`config.mk`:
```
export PLATFORM = sky130hd
export DESIGN_NAME = vid_match_cnt
export DESIGN_NICKNAME = d
export VERILOG_FILES = /design/src/rtl/vid_pkg.sv /design/src/rtl/vid_and_tree.sv /design/src/rtl/vid_match_cnt.sv
export SDC_FILE = /design/constraint.sdc
export NUM_CORES = 1
export LEC_CHECK = 0
export CORE_UTILIZATION = 34
export CTS_CLUSTER_SIZE = 24
export DETAILED_ROUTE_END_ITERATION = 6
export HOLD_SLACK_MARGIN = 0.02
export PLACE_DENSITY_LB_ADDON = 0.12
export REMOVE_ABC_BUFFERS = 1
export SYNTH_ARGS = -nofsm -noshare
export SYNTH_HDL_FRONTEND = slang
export SYNTH_SLANG_ARGS = --single-unit
```
`constraint.sdc`:
```
create_clock -name clk -period 1.66 [get_ports clk]
set_input_delay 0.166 -clock clk [delete_from_list [all_inputs] [get_ports clk]]
set_output_delay 0.166 -clock clk [all_outputs]
set_load 0.005 [all_outputs]
```
`src/rtl/vid_pkg.sv`:
```
// Shared definitions for the video timing counter: default sizes, the
// per-edge counter action, and the packed compare-channel slice helper.
package vid_pkg;

  localparam int VID_CNT_W_DEFAULT = 11;
  localparam int VID_NCMP_DEFAULT  = 4;

  // Fan-in of one first-level NAND group in the decode tree.
  localparam int VID_AND_GROUP = 6;

  typedef enum logic [1:0] {
    CNT_HOLD,
    CNT_TICK,
    CNT_CLR
  } cnt_act_e;

  // Low bit of channel ch inside a packed bus of w-bit channels.
  function automatic int slice_lo(input int ch, input int w);
    return ch * w;
  endfunction

endpackage

```
`src/rtl/vid_and_tree.sv`:
```
// Parametrised N-input AND: 6-input NAND groups combined by a NOR stage.
// Generalises the fixed 12-input counter decode.
module vid_and_tree
  import vid_pkg::*;
#(
  parameter int N = 12
) (
  input  logic [N-1:0] bits,
  output logic         all_set
);

  localparam int NG = (N + VID_AND_GROUP - 1) / VID_AND_GROUP;
  localparam int NP = NG * VID_AND_GROUP;

  logic [NP-1:0] padded;
  logic [NG-1:0] grp_n;

  // Unused inputs of the last group are tied high so they never block the AND.
  always_comb begin
    padded         = '1;
    padded[N-1:0]  = bits;
  end

  for (genvar g = 0; g < NG; g++) begin : g_nand
    assign grp_n[g] = ~&padded[g*VID_AND_GROUP +: VID_AND_GROUP];
  end

  assign all_set = ~|grp_n;

endmodule

```
`src/rtl/vid_match_cnt.sv`:
```
// Video timing counter with NCMP equality match channels and wrap pulse.
// Define VID_MATCH_STICKY_EN to build the sticky status/ack/irq logic.
module vid_match_cnt
  import vid_pkg::*;
#(
  parameter int WIDTH = VID_CNT_W_DEFAULT,
  parameter int NCMP  = VID_NCMP_DEFAULT
) (
  input  logic                  clk,
  input  logic                  resetl,
  input  logic                  en,
  input  logic                  clr,
  input  logic [WIDTH-1:0]      period,
  input  logic [NCMP*WIDTH-1:0] cmp_val,
  input  logic [NCMP-1:0]       cmp_en,
  input  logic [NCMP-1:0]       ack,
  output logic [WIDTH-1:0]      count,
  output logic [NCMP-1:0]       match,
  output logic                  wrap,
  output logic [NCMP-1:0]       status,
  output logic                  irq
);

  cnt_act_e         act;
  logic [NCMP-1:0]  hit;
  logic             at_period;
  logic [WIDTH-1:0] count_d;
  logic [NCMP-1:0]  match_d;
  logic             wrap_d;

  // Equality decode is against the count currently presented (pre-increment).
  for (genvar i = 0; i < NCMP; i++) begin : g_cmp
    localparam int LO = slice_lo(i, WIDTH);
    vid_and_tree #(.N(WIDTH)) u_eq (
      .bits    (~(count ^ cmp_val[LO +: WIDTH])),
      .all_set (hit[i])
    );
  end

  vid_and_tree #(.N(WIDTH)) u_tc (
    .bits    (~(count ^ period)),
    .all_set (at_period)
  );

  assign act = clr ? CNT_CLR : (en ? CNT_TICK : CNT_HOLD);

  // NOTE: every output of a combinational block gets a default before the
  // case so no path leaves it unassigned, which would infer a latch.
  always_comb begin
    count_d = count;
    match_d = '0;
    wrap_d  = 1'b0;
    unique case (act)
      CNT_CLR:  count_d = '0;
      CNT_TICK: begin
        // A count above period (after period was lowered) rolls over
        // naturally at 2^WIDTH with no wrap pulse.
        count_d = at_period ? '0 : count + WIDTH'(1);
        wrap_d  = at_period;
        match_d = hit & cmp_en;
      end
      default: ;
    endcase
  end

  // NOTE: flops use non-blocking assignments so every register samples
  // the pre-edge values regardless of statement order.
  always_ff @(posedge clk or negedge resetl) begin
    if (!resetl) begin
      count <= '0;
      match <= '0;
      wrap  <= 1'b0;
    end else begin
      count <= count_d;
      match <= match_d;
      wrap  <= wrap_d;
    end
  end

`ifdef VID_MATCH_STICKY_EN
  // A new match on the same edge as its ack keeps the flag set.
  always_ff @(posedge clk or negedge resetl) begin
    if (!resetl) begin
      status <= '0;
    end else begin
      status <= (status & ~ack) | match_d;
    end
  end

  assign irq = |status;
`else
  logic unused_ack;

  assign unused_ack = ^ack;
  assign status     = '0;
  assign irq        = 1'b0;
`endif

endmodule

```
## Word-level counts from Yosys, hierarchy flattened

Cells that the tools add are included.

| operators by class | value |
|---|---|
| add/subtract/negate cells | 1 |
| multipliers | 0 |
| div/mod/pow operators | 0 |
| $lt $le $gt $ge | 0 |
| equality and inequality tests | 2 |
| shifts and indexed selects | 0 |
| multiplexer cells | 6 |
| bitwise logic cells | 11 |
| reductions and logical operators | 31 |

Operator list:

| kind | count |
|---|---|
| inverter 11 bit | 5 |
| bitwise XOR 11 bit | 5 |
| AND reduction 6 bit | 5 |
| AND reduction 5 bit | 5 |
| case mux 11 bit (2 select lines) | 1 |
| zero test 1 bit | 15 |
| adder 11 x 1 -> 11 bit, second input constant | 1 |
| two-way mux 11 bit | 1 |
| OR reduction 2 bit | 5 |
| bitwise AND 4 bit | 1 |
| two-way mux 4 bit | 1 |
| == test 2 x 1 -> 1 bit, second input constant | 1 |
| == test 2 bit, second input constant | 1 |
| two-way mux 1 bit | 2 |
| two-way mux 2 bit | 1 |
| nonzero test 2 bit | 1 |

| storage, ports and cells | value |
|---|---|
| register bits after elaboration | 16 |
| bits in latches | 0 |
| memory bits (writable) | 0 |
| memory bits (read-only) | 0 |
| bits of input ports | 67 |
| logic and storage cells | 54 |
| memories kept | 0 |

## Depth between registers and ports, before layout

Gate-level depths: netlist (run 1).

| depth | value |
|---|---|
| depth after elaboration | 8 |
| gate-level depth with buffers | 7 |

## Cells and area by module

From an unflattened synthesis (run 1), not the netlist that was laid out.

| second synthesis, totals | value |
|---|---|
| cell total of the unflattened synthesis | 169 |
| area, all modules | 1485.2 sq um |

By module, submodules not included:

| module | instances | cells each | area an instance (sq um) | sequential area each (sq um) |
|---|---|---|---|---|
| vid_match_cnt | 1 | 149 | 1347.5 | 400.4 |
| vid_and_tree | 5 | 4 | 27.5 | 0.0 |

## Worst setup path after synthesis (run 1)

No wires, ideal clock.

| timing path | value |
|---|---|
| path type | reg-to-reg |
| start point | reg count[1] |
| end point | reg count[2] |
| data arrival time | 1.536 ns |
| data required time | 1.542 ns |
| setup slack | 0.006 ns |
| cell stages (with the launch flop) | 8 |
| path buffers | 2 |
| period minus slack after synthesis | 1.654 ns |
| cells stage by stage | dfrtp_1 > buf_4 > xor2_1 > nor4_2 > a31o_2 > buf_6 > o22ai_1 > a21o_1 |

| on the way | value |
|---|---|
| word-level cells in the longest chain between the ends | 7 |
| elaborated cells on any way between the ends | 8 |
| those cells by class | add/sub (1); mux (2); bitwise (2); reduce/logical (3) |

Ends and longest elaborated chain:

| element | RTL line | RTL |
|---|---|---|
| start: declaration | vid_match_cnt.sv:17 | `output logic [WIDTH-1:0] count,` |
| start signal: assignment | vid_match_cnt.sv:74 | `count <= count_d;` |
| branches (longest 5 deep; another with adder 11 x 1 -> 11 bit) | n/a |  |
| two-way mux 11 bit * | vid_match_cnt.sv:58 | `count_d = at_period ? '0 : count + WIDTH'(1);` |
| case mux 11 bit (2 select lines) * | vid_match_cnt.sv:53 | `unique case (act)` |

Every way passes the cells marked *.
A chain may end at the register's enable or synchronous reset.

## Final worst setup path (run 1)

| timing path | value |
|---|---|
| start point | reg count[7] |
| end point | reg count[8] |

| on the way | value |
|---|---|
| word-level cells in the longest chain between the ends | 7 |
| elaborated cells on any way between the ends | 8 |
| those cells by class | add/sub (1); mux (2); bitwise (2); reduce/logical (3) |

Ends and longest elaborated chain:

| element | RTL line |
|---|---|
| branches (longest 5 deep; another with adder 11 x 1 -> 11 bit) | n/a |
| two-way mux 11 bit * | vid_match_cnt.sv:58 |
| case mux 11 bit (2 select lines) * | vid_match_cnt.sv:53 |

Marks and branches as above.

==> impl_metrics.py, run 1 <==
metrics = {
    "status": {
        "status": "finished, final reports clean",
    },
    "worst_setup_path": {
        "r2r_cells": 5,
        "crit_end": "count[8]",
        "path_delay_family": "simple AND/OR/NAND/NOR gates",
        "cp_num_cells": 5,
        "setup.worst_path.start": "count[7]",
        "slowest_delay_ps": 420,
        "path_max_fanout": 5,
        "critPathArrivalTime_ps": 1750,
        "crit_type": "reg -> reg",
        "slowest_stage": "dfrtp_1",
        "r2r_end": "count[8]",
        "cp_cell_sequence": "xor2_1 -> nor4_4 -> nand3_2 -> nand4_1 -> o311ai_0",
        "r2r_start": "count[7]",
        "startpoint_type": "flip-flop",
        "crit_required_ps": 1780,
        "endpoint_kind": "flip-flop",
        "ff2ff_setup_slack_ps": 30,
        "crit_buf_inv": 0,
    },
    "synth": {
        "syn-instance-count": 163,
        "synth.cell_area_um2": 1461,
        "synth.avg_cell_area_um2": 8.966,
        "synth.area.top_cells": "xnor2_1 28%, dfrtp_1 27%, xor2_1 7.8%",
        "synth_seq_cells": 16,
        "synth_edf_count": 0,
        "synth_seq_area_share_pct": 27.40,
        "synth_flop_cell": "dfrtp_1",
        "synth_most_common_cell": "xnor2_1",
        "synthArstFlopShare_pct": 100.0,
        "yosysTopAreaCell": "xnor2_1",
        "synth_top_area_share_pct": 27.57,
        "yosys-top-cells-count": "46 x xnor2_1, 16 x dfrtp_1, 14 x nand2_1",
        "ys_types": 30,
        "yosysWarnings": 0,
    },
    "power_and_ir_drop": {
        "power_density_nw_per_um2": 441.5,
        "p_int_mw": 0.8315,
        "clkPwrFrac_pct": 32.3,
        "power_mw": 1.116,
        "comb_power_share_pct": 31.8,
        "seqPwrFrac_pct": 35.9,
        "swShare_pct": 25.52,
        "irDropWorstVdd_v": 0.0005340,
        "p_sw_mw": 0.2849,
        "p_leak_nw": 0.9768,
    },
    "layout": {
        "nets": 330,
        "diodes": 0,
        "area_delta_synth_final_pct": 73.03,
        "final_layout_size_suffix_gt1_share_pct": 16.48,
        "fin_area_um2": 2529,
    },
    "floorplan": {
        "dieHeight_um": 67.56,
        "die_area_um2": 4564,
        "start_util_pct": 36.02,
        "num_rows": 23,
        "ios": 88,
        "fp.dieW_um": 67.56,
        "coreArea_um2": 4058,
    },
    "cts": {
        "cts_sinks": 16,
        "clk-insertion-delay-late_ps": 260,
        "h-tree-depth": 1,
        "clockBufferDepth": 2,
        "cts_buffers": 3,
        "holdBufCountCts": 0,
        "cts-root-buf": "clkbuf_8",
        "clkSlewWorstSetupHoldPaths_ps": 70,
        "cts_tree": "yes",
    },
    "placement": {
        "gp_congestion": 0.8495,
        "io_buffers": 78,
        "post-dp-hpwl_um": 3915,
        "post_dp_cell_area_um2": 2395,
    },
    "detailed_routing": {
        "antenna_left": 0,
        "via_per_inst": 5.006,
        "wire_per_inst_um": 16.37,
        "vias": 1557,
        "drc": 0,
        "drt_iter0_markers": 51,
        "first_pass_iters": 4,
        "wirelength_um": 5091,
    },
    "grt": {
        "grt_pass1_vias": 1570,
        "grt_pass1_wl_um": 7472,
        "antenna_found_initial": 0,
        "grt_start_max_net_pins": 17,
        "grt_util_all_layers_pct": 23.02,
        "overflow": 0,
    },
    "timing": {
        "min_period_ps": 1630,
        "setup_tns_ps": 0,
        "finalClockSkew_ps": 4.930,
        "final_max_slew_viol_count": 0,
        "finalHoldViolations": 0,
        "rsz0062_at_grt": "yes",
        "fmax_mhz": 613.5,
        "fin_crit_sh_pct": 98.20,
        "setup_viol": 0,
    },
    "hold_path": {
        "hold_path.class": "in -> async",
    },
    "flow_run": {
        "drv_cap": 0,
    },
}
repair_timing:
action | CTS | global route
resized for setup | 0 | 13
setup endpoints to repair | 0 | 13
setup buffers | 0 | 1
endpoints found under the hold margin | 0 | 0
routing by layer:
layer	track usage [%]	up-vias	share of wire (%)
li1	-	738	-
met2	45.05	69	54
met3	4.223	4	5.8
met4	5.585	0	0.79
met1	24.80	746	39
met5	0	-	0
power by group through the flow:
stage	logic [mW]	registers, mW	clock network [mW]
6_report	0.355	0.401	0.361
2_1_floorplan	0.104	0.414	0
5_1_grt	0.380	0.401	0.384
3_3_place_gp	0.329	0.407	0
4_1_cts	0.339	0.400	0.364
3_5_place_dp	0.337	0.407	0
flip-flops by register name (all words and copies together) (netlist names):
register,flops
count,11
match,4
wrap,1
how the worst min path moves through the flow:
stage	slack (ps)	endpoint	depth (start not counted)
after floorplan	-130	count[0]	0
after global placement	510	match[0]	2
after detailed placement	520	match[0]	2
after CTS	250	count[7]	2
after global routing	250	match[0]	2
final	240	count[9]	2
kinds of logic after synthesis:
kind of cell,Yosys count,share of synthesized area [%]
AO/OA/AOI/OAI,14,6.764
XOR/XNOR,59,35.36
AND/OR/NAND/NOR,53,19.86
adder cells (fa/ha/maj),1,0.8560
buffers and inverters,19,9.503
other,1,0.2566
flip-flops,16,27.40
layout make-up:
class                   count  area [um^2]
inverters                   1        3.754
well taps                  50        62.56
flip-flops and latches     16        402.9
fillers                   339         1529
multi-input cells         133        999.7
clock buffers               4        55.05
repair buffers            107         1005
through the flow:
step	util (%)	cells	hold WS, ps	setup slack (ps)
after floorplan	-	149	-129.6	9.773
after global placement	59.02	305	513.6	-98.00
after detailed placement	59.02	305	519.5	-101.4
after CTS	60.38	309	247.3	2.044
after global routing	62.32	311	253.1	-56.39
final	62.32	311	241.8	29.90
cells in the final DEF, fill, tap and decap left out, drive strengths merged:
cell type and count:
clkbuf 4, a21o 1, and3 3, xnor2 46, nor3b 1, dfrtp 16, buf 29, o2bb2ai 1
dlymetal6s2s 1, nor2b 1, o311ai 3, o22ai 2, a32o 1, nor3 1, o21ai 5, ha 1
inv 1, nor2 4, nand2 14, or3b 1, a31o 2, nand2b 2, clkdlybuf4s50 77, nor4 6
conb 5, nand4 11, nand3 9, xor2 13
Power figures use the tool's default switching activity.
==> run 2, diff against run 1 <==
--- a/config.mk
+++ b/config.mk
@@ -5,7 +5,8 @@
 export SDC_FILE = /design/constraint.sdc
 export NUM_CORES = 1
 export LEC_CHECK = 0
-export CORE_UTILIZATION = 34
+export ABC_AREA = 1
+export CORE_UTILIZATION = 37
 export CTS_CLUSTER_SIZE = 24
 export DETAILED_ROUTE_END_ITERATION = 6
 export HOLD_SLACK_MARGIN = 0.02
==> run 2 against run 1 <==
Net effect:
- the flow now finishes with violations (DRC)
- setup slack gained 4.6 ps
- die area grew 9.9%
- register-to-register slack gained 160 ps
- largest cell class is now multi-input combinational cells
- largest power group unchanged
==> impl_metrics.py, run 2 <==
metrics = {
    "flow_run": {
        "drv_cap": 0,
    },
    "grt": {
        "overflow": 0,
        "antenna_found_initial": 0,
        "grt_pass1_vias": 1660,
        "grt_start_max_net_pins": 17,
        "grt_pass1_wl_um": 7686,
        "grt_util_all_layers_pct": 19.46,
    },
    "power_and_ir_drop": {
        "p_leak_nw": 1.165,
        "power_density_nw_per_um2": 416.3,
        "clkPwrFrac_pct": 33.5,
        "p_int_mw": 0.8182,
        "seqPwrFrac_pct": 36.3,
        "p_sw_mw": 0.2829,
        "power_mw": 1.101,
        "irDropWorstVdd_v": 0.0002110,
        "comb_power_share_pct": 30.2,
        "swShare_pct": 25.70,
    },
    "status": {
        "status": "finished with violations",
        "violations": "DRC",
    },
    "placement": {
        "io_buffers": 78,
        "post_dp_cell_area_um2": 2589,
        "post-dp-hpwl_um": 3789,
        "gp_congestion": 0.7916,
        "dp_slack_ps": 65.50,
        "dp.cells": 368,
    },
    "worst_setup_path": {
        "path_max_fanout": 7,
        "ff2ff_setup_slack_ps": 190,
        "critPathArrivalTime_ps": 1460,
        "crit_type": "reg -> out",
        "endpoint_kind": "primary output",
        "crit_required_ps": 1490,
        "startpoint_type": "flip-flop",
    },
    "layout": {
        "diodes": 0,
        "num-fill-cells": 425,
        "area_delta_synth_final_pct": 50.89,
        "final_util_pct": 59.52,
        "instances_no_fill": 372,
        "regMostFlops": "count",
        "reg_top3": "count: 11 flops, match: 4 flops, wrap: 1 flops",
        "final_cell_mix": "78 x clkdlybuf4s50_1, 72 x nand2_1, 29 x xnor2_1",
        "fin_area_um2": 2645,
        "nets": 389,
        "final_common_cell": "clkdlybuf4s50_1",
        "final_layout_size_suffix_gt1_share_pct": 16.25,
        "largest_reg_flops": 11,
    },
    "timing": {
        "min_period_ps": 1626,
        "setup_slack_ps": 34.49,
        "finalHoldViolations": 0,
        "holdWs_ps": 235.4,
        "setup_tns_ps": 0,
        "final_max_slew_viol_count": 0,
        "tightest_slew_ps": 745.8,
        "setup_viol": 0,
        "finalClockSkew_ps": 5.351,
        "fmax_mhz": 615.2,
        "maxSlewHeadroom_pct": 50.10,
        "fin_crit_sh_pct": 97.92,
        "rsz0062_at_grt": "no",
    },
    "detailed_routing": {
        "drt_iter0_markers": 49,
        "wirelength_um": 4692,
        "drc": 16,
        "vias": 1713,
        "via_per_inst": 4.605,
        "first_pass_iters": 6,
        "wire_per_inst_um": 12.61,
        "antenna_left": 0,
    },
    "cts": {
        "cts_buffers": 3,
        "cts_sinks": 16,
        "clockBufferDepth": 2,
        "cts_resized": 1,
        "clkSlewWorstSetupHoldPaths_ps": 80,
        "clk-insertion-delay-late_ps": 260,
        "holdBufCountCts": 0,
        "h-tree-depth": 1,
        "cts_setup_buffers": 0,
        "cts-root-buf": "clkbuf_8",
        "cts_tree": "yes",
    },
    "floorplan": {
        "dieHeight_um": 70.83,
        "num_rows": 24,
        "ios": 88,
        "die_area_um2": 5017,
        "coreArea_um2": 4444,
        "start_util_pct": 39.44,
        "fp.dieW_um": 70.83,
    },
    "synth": {
        "synth_flop_cell": "dfrtp_1",
        "yosysWarnings": 0,
        "synth_edf_count": 0,
        "synth.area.top_cells": "dfrtp_1 23%, nand2_1 15%, xnor2_1 14%",
        "synth_seq_area_share_pct": 22.84,
        "synth_top_area_share_pct": 22.84,
        "yosysTopAreaCell": "dfrtp_1",
        "syn-instance-count": 237,
        "synth.avg_cell_area_um2": 7.396,
        "synth_seq_cells": 16,
        "synth_most_common_cell": "nand2_1",
        "synth.cell_area_um2": 1753,
        "synthArstFlopShare_pct": 100.0,
        "ys_types": 25,
        "yosys-top-cells-count": "72 x nand2_1, 29 x xnor2_1, 16 x dfrtp_1",
    },
    "hold_path": {
        "hold_path.class": "in -> async",
    },
}
## run 2: cell types whose count changed in the layout (fill, tap and decap cells not counted), sizes merged, moves of 10 or more
cell | before | now
nand3 | 9 | 22
buf | 29 | 16
nand2 | 14 | 75
xnor2 | 46 | 31
inv | 1 | 21
nor2 | 4 | 14
## run 2: path summary, 6_finish.rpt
kind                                 from        to  depth (start not counted)
worst max-delay path             count[6]  count[6]                          2
worst min-delay path               resetl  count[7]                          2
worst max register to register   count[1]  count[8]                          8
worst min register to register   count[1]  count[1]                          2
max in group asynchronous          resetl  count[5]                          2
min in group clk                cmp_en[2]  match[2]                          5
## run 2: layer usage
layer | global-route usage (%) | share of wire, %
met5 | 0 | 0
met4 | 5.556 | 0.98
met3 | 4.131 | 6.7
met2 | 32.05 | 46
met1 | 25.80 | 46
## run 2: layout make-up
| class | count | area (um^2) | area share, % |
|---|---|---|---|
| clock buffers | 4 | 55.05 | 2.081 |
| flip-flops and latches | 16 | 401.6 | 15.18 |
| multi-input cells | 185 | 1114 | 42.10 |
| inverters | 21 | 83.83 | 3.169 |
| well taps | 52 | 65.06 | 2.460 |
| repair buffers | 94 | 925.9 | 35.00 |
## run 2: logic make-up after synthesis
| kind of cell | Yosys count | synth area share (%) |
|---|---|---|
| flip-flops | 16 | 22.84 |
| adder cells (fa/ha/maj) | 1 | 0.7137 |
| buffers and inverters | 40 | 14.49 |
| other | 1 | 0.2139 |
| XOR/XNOR | 46 | 23.84 |
| AO/OA/AOI/OAI | 4 | 1.284 |
| AND/OR/NAND/NOR | 129 | 36.62 |
## run 2: critical path: stages, from the launching register on
cell and delay, ps:
dfrtp_1 500, buf_4 200, clkdlybuf4s50_1 500
## run 2: power groups by stage
stage | Combinational (mW) | Clock (mW) | Sequential [mW]
final | 0.332 | 0.369 | 0.400
after global routing | 0.363 | 0.388 | 0.401
after CTS | 0.338 | 0.374 | 0.400
after detailed placement | 0.336 | 0 | 0.408
after global placement | 0.332 | 0 | 0.408
after floorplan | 0.112 | 0 | 0.415
